==> src/rtl/imm_decode_stage_if.sv <==
`default_nettype none
// +----------------------------------------------------------------------+
// | imm_decode_stage_if                                                  |
// | Upstream/downstream valid-ready bundle for the immediate decoder.    |
// | Revision: 1.0                                                        |
// +----------------------------------------------------------------------+
interface imm_decode_stage_if #(
    parameter int DATA_WIDTH = 32
);
    logic                  valid_i;
    logic                  ready_o;
    logic [31:0]           instr_i;
    logic [DATA_WIDTH-1:0] pc_i;
    logic                  flush_i;
    logic                  valid_o;
    logic                  ready_i;
    logic [31:0]           instr_o;
    logic [DATA_WIDTH-1:0] pc_o;
    logic [DATA_WIDTH-1:0] immop_o;
    logic [2:0]            immsrc_o;
    logic                  illegal_o;

    modport slave (
        input  valid_i, instr_i, pc_i, flush_i, ready_i,
        output ready_o, valid_o, instr_o, pc_o, immop_o, immsrc_o, illegal_o
    );

    modport master (
        output valid_i, instr_i, pc_i, flush_i, ready_i,
        input  ready_o, valid_o, instr_o, pc_o, immop_o, immsrc_o, illegal_o
    );
endinterface
`default_nettype wire

==> src/rtl/imm_decode_stage.sv <==
`default_nettype none
// +----------------------------------------------------------------------+
// | imm_decode_stage                                                     |
// | Opcode-driven RISC-V immediate decode behind a 2-entry skid buffer.  |
// | Revision: 1.0                                                        |
// +----------------------------------------------------------------------+
module imm_decode_stage #(
    parameter int DATA_WIDTH = 32
) (
    input  wire                  clk,
    input  wire                  rst,
    imm_decode_stage_if.slave    bus
);
    localparam logic [2:0] c_SRC_I    = 3'b000;
    localparam logic [2:0] c_SRC_S    = 3'b001;
    localparam logic [2:0] c_SRC_B    = 3'b010;
    localparam logic [2:0] c_SRC_J    = 3'b011;
    localparam logic [2:0] c_SRC_U    = 3'b100;
    localparam logic [2:0] c_SRC_Z    = 3'b101;
    localparam logic [2:0] c_SRC_SH   = 3'b110;
    localparam logic [2:0] c_SRC_NONE = 3'b111;

    typedef struct packed {
        logic [31:0]           instr;
        logic [DATA_WIDTH-1:0] pc;
        logic [DATA_WIDTH-1:0] imm;
        logic [2:0]            src;
        logic                  illegal;
    } payload_t;

    localparam payload_t c_PAY_RST = '{instr: '0, pc: '0, imm: '0,
                                       src: c_SRC_NONE, illegal: 1'b0};

    logic [31:0]           w_instr;
    logic [6:0]            w_opcode;
    logic [2:0]            w_funct3;
    logic [31:0]           w_shamt;
    logic [31:0]           w_imm32;
    logic [DATA_WIDTH-1:0] w_imm_ext;
    logic [2:0]            w_src;
    logic                  w_illegal;
    logic                  w_accept;
    payload_t              w_in_pay;

    logic     out_valid_q,  out_valid_d;
    logic     skid_valid_q, skid_valid_d;
    payload_t out_pay_q,    out_pay_d;
    payload_t skid_pay_q,   skid_pay_d;

    assign w_instr  = bus.instr_i;
    assign w_opcode = w_instr[6:0];
    assign w_funct3 = w_instr[14:12];

    // Every immediate is formed in 32 bits; the zero-extended forms have
    // bit 31 clear, so a single sign extension covers all of them on RV64.
    generate
        if (DATA_WIDTH == 64) begin : g_rv64
            assign w_shamt   = {26'b0, w_instr[25:20]};
            assign w_imm_ext = {{32{w_imm32[31]}}, w_imm32};
        end else begin : g_rv32
            assign w_shamt   = {27'b0, w_instr[24:20]};
            assign w_imm_ext = w_imm32;
        end
    endgenerate

    always_comb begin
        w_src     = c_SRC_NONE;
        w_imm32   = '0;
        w_illegal = 1'b0;
        case (w_opcode)
            7'b0000011, 7'b1100111: begin
                w_src   = c_SRC_I;
                w_imm32 = {{20{w_instr[31]}}, w_instr[31:20]};
            end
            7'b0010011: begin
                if (w_funct3 == 3'b001 || w_funct3 == 3'b101) begin
                    w_src   = c_SRC_SH;
                    w_imm32 = w_shamt;
                end else begin
                    w_src   = c_SRC_I;
                    w_imm32 = {{20{w_instr[31]}}, w_instr[31:20]};
                end
            end
            7'b0100011: begin
                w_src   = c_SRC_S;
                w_imm32 = {{20{w_instr[31]}}, w_instr[31:25], w_instr[11:7]};
            end
            7'b1100011: begin
                w_src   = c_SRC_B;
                w_imm32 = {{20{w_instr[31]}}, w_instr[7], w_instr[30:25],
                           w_instr[11:8], 1'b0};
            end
            7'b1101111: begin
                w_src   = c_SRC_J;
                w_imm32 = {{12{w_instr[31]}}, w_instr[19:12], w_instr[20],
                           w_instr[30:21], 1'b0};
            end
            7'b0110111, 7'b0010111: begin
                w_src   = c_SRC_U;
                w_imm32 = {w_instr[31:12], 12'b0};
            end
            7'b1110011: begin
                if (w_funct3[2]) begin
                    w_src   = c_SRC_Z;
                    w_imm32 = {27'b0, w_instr[19:15]};
                end else begin
                    w_src   = c_SRC_I;
                    w_imm32 = {{20{w_instr[31]}}, w_instr[31:20]};
                end
            end
            7'b0110011, 7'b0001111: begin
                w_src = c_SRC_NONE;
            end
            default: begin
                w_illegal = 1'b1;
            end
        endcase
    end

    assign w_in_pay = '{instr: w_instr, pc: bus.pc_i, imm: w_imm_ext,
                        src: w_src, illegal: w_illegal};
    assign w_accept = bus.valid_i & ~skid_valid_q & ~bus.flush_i;

    always_comb begin
        out_valid_d  = out_valid_q;
        skid_valid_d = skid_valid_q;
        out_pay_d    = out_pay_q;
        skid_pay_d   = skid_pay_q;
        if (bus.flush_i) begin
            out_valid_d  = 1'b0;
            skid_valid_d = 1'b0;
        end else if (!out_valid_q || bus.ready_i) begin
            if (skid_valid_q) begin
                out_valid_d  = 1'b1;
                out_pay_d    = skid_pay_q;
                skid_valid_d = 1'b0;
            end else begin
                out_valid_d = w_accept;
                if (w_accept) begin
                    out_pay_d = w_in_pay;
                end
            end
        end else if (w_accept) begin
            skid_valid_d = 1'b1;
            skid_pay_d   = w_in_pay;
        end
    end

    always_ff @(posedge clk or posedge rst) begin
        if (rst) begin
            out_valid_q  <= 1'b0;
            skid_valid_q <= 1'b0;
            out_pay_q    <= c_PAY_RST;
            skid_pay_q   <= c_PAY_RST;
        end else begin
            out_valid_q  <= out_valid_d;
            skid_valid_q <= skid_valid_d;
            out_pay_q    <= out_pay_d;
            skid_pay_q   <= skid_pay_d;
        end
    end

    // ready_o depends only on held state, never on ready_i.
    assign bus.ready_o   = ~skid_valid_q;
    assign bus.valid_o   = out_valid_q;
    assign bus.instr_o   = out_pay_q.instr;
    assign bus.pc_o      = out_pay_q.pc;
    assign bus.immop_o   = out_pay_q.imm;
    assign bus.immsrc_o  = out_pay_q.src;
    assign bus.illegal_o = out_pay_q.illegal;

endmodule
`default_nettype wire

==> src/flat_wrapper.sv <==
// flat-port wrapper written by rule: the top's interface ports become plain ports
module imm_decode_stage_flat 
#(
    parameter int DATA_WIDTH = 32
)
  (clk, rst, bus_valid_i, bus_instr_i, bus_pc_i, bus_flush_i, bus_ready_i, bus_ready_o, bus_valid_o, bus_instr_o, bus_pc_o, bus_immop_o, bus_immsrc_o, bus_illegal_o);
  imm_decode_stage_if #(.DATA_WIDTH(DATA_WIDTH)) bus_i ();
  input  wire clk;
  input  wire rst;
  input wire logic [$bits(bus_i.valid_i)-1:0] bus_valid_i;
  input wire logic [$bits(bus_i.instr_i)-1:0] bus_instr_i;
  input wire logic [$bits(bus_i.pc_i)-1:0] bus_pc_i;
  input wire logic [$bits(bus_i.flush_i)-1:0] bus_flush_i;
  input wire logic [$bits(bus_i.ready_i)-1:0] bus_ready_i;
  output wire logic [$bits(bus_i.ready_o)-1:0] bus_ready_o;
  output wire logic [$bits(bus_i.valid_o)-1:0] bus_valid_o;
  output wire logic [$bits(bus_i.instr_o)-1:0] bus_instr_o;
  output wire logic [$bits(bus_i.pc_o)-1:0] bus_pc_o;
  output wire logic [$bits(bus_i.immop_o)-1:0] bus_immop_o;
  output wire logic [$bits(bus_i.immsrc_o)-1:0] bus_immsrc_o;
  output wire logic [$bits(bus_i.illegal_o)-1:0] bus_illegal_o;
  assign bus_i.valid_i = bus_valid_i;
  assign bus_i.instr_i = bus_instr_i;
  assign bus_i.pc_i = bus_pc_i;
  assign bus_i.flush_i = bus_flush_i;
  assign bus_i.ready_i = bus_ready_i;
  assign bus_ready_o = bus_i.ready_o;
  assign bus_valid_o = bus_i.valid_o;
  assign bus_instr_o = bus_i.instr_o;
  assign bus_pc_o = bus_i.pc_o;
  assign bus_immop_o = bus_i.immop_o;
  assign bus_immsrc_o = bus_i.immsrc_o;
  assign bus_illegal_o = bus_i.illegal_o;
  imm_decode_stage #(.DATA_WIDTH(DATA_WIDTH)) u_core (.clk(clk), .rst(rst), .bus(bus_i));
endmodule
==> config.mk <==
export PLATFORM = sky130hd
export DESIGN_NAME = imm_decode_stage_flat
export DESIGN_NICKNAME = d
export VERILOG_FILES = /design/src/rtl/imm_decode_stage_if.sv /design/src/rtl/imm_decode_stage.sv /design/src/flat_wrapper.sv
export SDC_FILE = /design/constraint.sdc
export NUM_CORES = 1
export LEC_CHECK = 0
export ABC_AREA = 1
export CAP_MARGIN = 30
export CORE_AREA = 2 2 156 143
export CTS_CLUSTER_SIZE = 30
export DETAILED_ROUTE_END_ITERATION = 10
export DIE_AREA = 0 0 158 145
export PLACE_DENSITY = 0.79
export SYNTH_ARGS = -nofsm -noshare
export SYNTH_HDL_FRONTEND = slang
export SYNTH_SLANG_ARGS = --single-unit
==> constraint.sdc <==
create_clock -name clk -period 7.2 [get_ports clk]
set_clock_uncertainty 0.2 [all_clocks]
set_input_delay 1.8 -clock clk [delete_from_list [all_inputs] [get_ports clk]]
set_output_delay 1.8 -clock clk [all_outputs]
set_load 0.05 [all_outputs]
==> qor.txt <==
Launch point of the worst reg-to-reg path -> u_core.skid_valid_q
Core box area -> 21,300 sq um
Total global routing track utilization -> 23.6%
First-pass detailed-route iteration total -> 6
Post-Synthesis Net Count -> 1,435
Switching pwr -> 1.10 mW
VDD IR-drop max -> 0.000145 V
Power share of the combinational group -> 24.3%
Adder and majority gate portion of the synthesized area -> 0%
Initial cell density of the core -> 47.2%
Synthesized instance count -> 1,366
RSZ-0062 raised after global routing -> no
Post-detailed-routing wire length -> 27.2 mm
Data required time of the critical path -> 7.44 ns
I/O pin total -> 171
Count of filler cells inserted in the layout -> 1,935
EDFF count, synth -> 0
Fraction of final layout cells with drive strength greater than 1 -> 4.15%
Die outline width -> 158 um
Share of power burned in the clock network -> 33.0%
Number of rows created at floorplan -> 51
Post-place setup slack -> 2.35 ns
Critical path, cell by cell -> clkdlybuf4s50_1, inv_1, nand2_1, nor2_4, nand3_1, nand2_1, nor2_1, nand3_1, nand2_1, nand2_1
Share of the synthesized area in the top cell type -> 48.7%
Xor and xnor fraction of the mapped netlist area -> 0%
Port Buffers -> 170
Post-Synthesis Cell Area -> 10,100 sq um
TritonCTS Buffers -> 23
Total count of hold-check failures in the final report -> 0
Highest clock rate -> 0.227 GHz
Avg Cell Area, Syn -> 7.37 sq um
Post-CTS Hold Fix Bufs -> 0
Hold Path Class -> reg2reg
Fin area -> 12,500 sq um
CTS Buffer Depth -> 3
Average via count per standard cell -> 5.24
Non-filler instance count after layout -> 1,785
Power per cell area -> 268 nW/um^2
Worst setup path class -> in2reg
Clock tree root driver cell -> clkbuf_16
# diodes -> 0
Synth async-reset ratio -> 100%
RD Place Congestion -> 0.876
Final max-slew violation count -> 0
Number of different library cells in the post-synthesis netlist -> 25
Routed length per instance -> 15.2 um
Category of the worst setup path capture point -> flip-flop
Number of vias in the routed layout -> 9,358
Critical hold path startpoint -> u_core.bus.immsrc_o[2]
Area share of and/or/nand/nor cells after synthesis -> 30.5%
Maximum fanout count along the critical path -> 45
Post-CTS Setup Bufs -> 0
TritonCTS Sinks -> 202
First-pass GRT wire length -> 44.5 mm
Via count of the first global-routing pass -> 8,653
Post-route ant nets -> 0
#FFs+latches synth -> 202
Synth cell count leaders -> 480 x nand2_1, 206 x o21ai_0, 196 x dfrtp_1
Crit path arrival time -> 4.65 ns
Share of the cycle needed by the critical path after routing -> 61.2%
Maximum level of the CTS H-tree -> 1
Cell with the biggest individual delay on the critical path -> nand3_1
Post-synthesis compound-gate area fraction -> 11.3%
Die Ht -> 145 um
Remaining max-slew budget at the tightest pin -> 31.1%
Maximum number of pins on one net before global-route repair -> 167
Pleak -> 6.64 nW
Switching power share of the total -> 32.6%
Worst-path clk slew -> 0.06 ns
Status -> completed
Antenna violations before repair -> 1
Largest family of logic cells by synthesized area -> simple AND/OR/NAND/NOR gates
Area Growth Syn to Fin -> 24.4%
Top_reg_cell synth -> dfrtp_1
Crit start category -> input pin
Part of the power in registers -> 42.6%
Dominant cell by count in the synthesized netlist -> nand2_1
Least-Margin Pin Slew -> 1.03 ns
Total power -> 3.36 mW
Half-perimeter wire length after placement -> 17.2 mm
Quantity of gates resized following cts -> 0
Drt first-iter violations -> 963
Synth top area cells -> dfrtp_1 49%, nand2_1 18%, o21ai_0 10%
Internal portion of total power -> 2.26 mW
Multiplexer area fraction after synthesis -> 0%
Max incr delay on CP -> 0.87 ns
Final setup vio count -> 0
Yosys Warn Count -> 0
Residual DRC count -> 0
Final Critical Period -> 4.40 ns
Post-synthesis sequential area ratio -> 50.3%
Clock latency on the worst-skew pair -> 0.51 ns
Crit path from -> bus_instr_i[3]
Grt total ovfl -> 0
Setup TNS -> 0 ns
Cell type with the highest occurrence count on the critical path -> nand2_1
Placed Cells incl. Taps -> 1,744
DIE AREA -> 22,900 sq um
Area of placed instances -> 11,800 sq um
TritonCTS clock tree -> built
Number of max-cap violations -> 0
# nets final -> 1,547
Slack of the critical path -> 2.80 ns
Cell taking the most area after synthesis -> dfrtp_1
routing by layer:
layer / routed length [um] / global-route usage, %
met1: 12100 / 35.1
met2: 11900 / 35.3
met3: 2590 / 5.32
met4: 587 / 5.68
met5: 0 / 0
cell usage in the layout, fill, tap and decap left out, drive strengths merged:
| master | n |
|---|---|
| a31oi | 2 |
| nand3 | 112 |
| clkinvlp | 2 |
| dfstp | 6 |
| a21oi | 16 |
| nor2 | 117 |
| o21ai | 209 |
| nor3 | 1 |
| dfrtp | 196 |
| nand3b | 1 |
| nand4 | 32 |
| nand2 | 482 |
| clkdlybuf4s50 | 170 |
| bufinv | 1 |
| inv | 96 |
| clkinv | 1 |
| clkbuf | 38 |
| nor2b | 1 |
| buf | 11 |
final timing paths:
kind,end,slack [ns],cells after the start
setup / recovery,u_core.skid_pay_q[25],2.80,10
min in group asynchronous,u_core.bus.instr_o[15],1.70,3
hold / removal,u_core.bus.immsrc_o[2],0.27,2
max in group asynchronous,u_core.skid_pay_q[8],4.00,4
setup reg to reg,u_core.bus.immop_o[31],3.33,8
hold reg to reg,u_core.bus.immsrc_o[2],0.27,2
worst max-delay path, delay by kind of cell:
family / cells / cell delay (ns)
and+or+nand+nor: 8 / 2.25
buffers and inverters: 2 / 0.58
cells by family (layout without fill, tap and decap cells):
group	Yosys count	in the layout
AND/OR/NAND/NOR	746	746
AO/OA/AOI/OAI	227	227
flip-flops	202	202
buffers and inverters	191	319
flip-flops by register name (all words and copies together) (netlist names):
name / count
u_core.bus.valid_o: 1
u_core.skid_pay_q: 100
u_core.bus.illegal_o: 1
u_core.bus.instr_o: 32
u_core.skid_valid_q: 1
u_core.bus.immop_o: 32
u_core.bus.pc_o: 32
u_core.bus.immsrc_o: 3
power groups by stage:
stage	logic, mW	registers, mW	clock network [mW]
after floorplan	0.246	1.72	0
after global placement	0.801	1.44	0
after detailed placement	0.819	1.45	0
after CTS	0.822	1.43	1.13
after global routing	0.887	1.45	1.18
final	0.816	1.43	1.11
area by class of cell:
| cell class | count | area [sq um] | share of cell area [%] |
|---|---|---|---|
| clock inverters | 3 | 42.5 | 0.340 |
| well taps | 291 | 364 | 2.91 |
| flip-flops and latches | 202 | 5060 | 40.4 |
| multi-input cells | 973 | 4220 | 33.7 |
| clock buffers | 38 | 662 | 5.29 |
| inverters | 97 | 370 | 2.96 |
| repair buffers | 181 | 1800 | 14.3 |
per-stage QoR:
| step | hold WS, ns | utilization [%] |
|---|---|---|
| floorplan | 0.248 | - |
| global placement | 0.256 | 55.4 |
| detailed placement | 0.262 | 55.4 |
| CTS | 0.271 | 58.8 |
| global route | 0.298 | 58.8 |
| finish | 0.269 | 58.8 |
No activity file was read; power rests on OpenSTA's default activity.
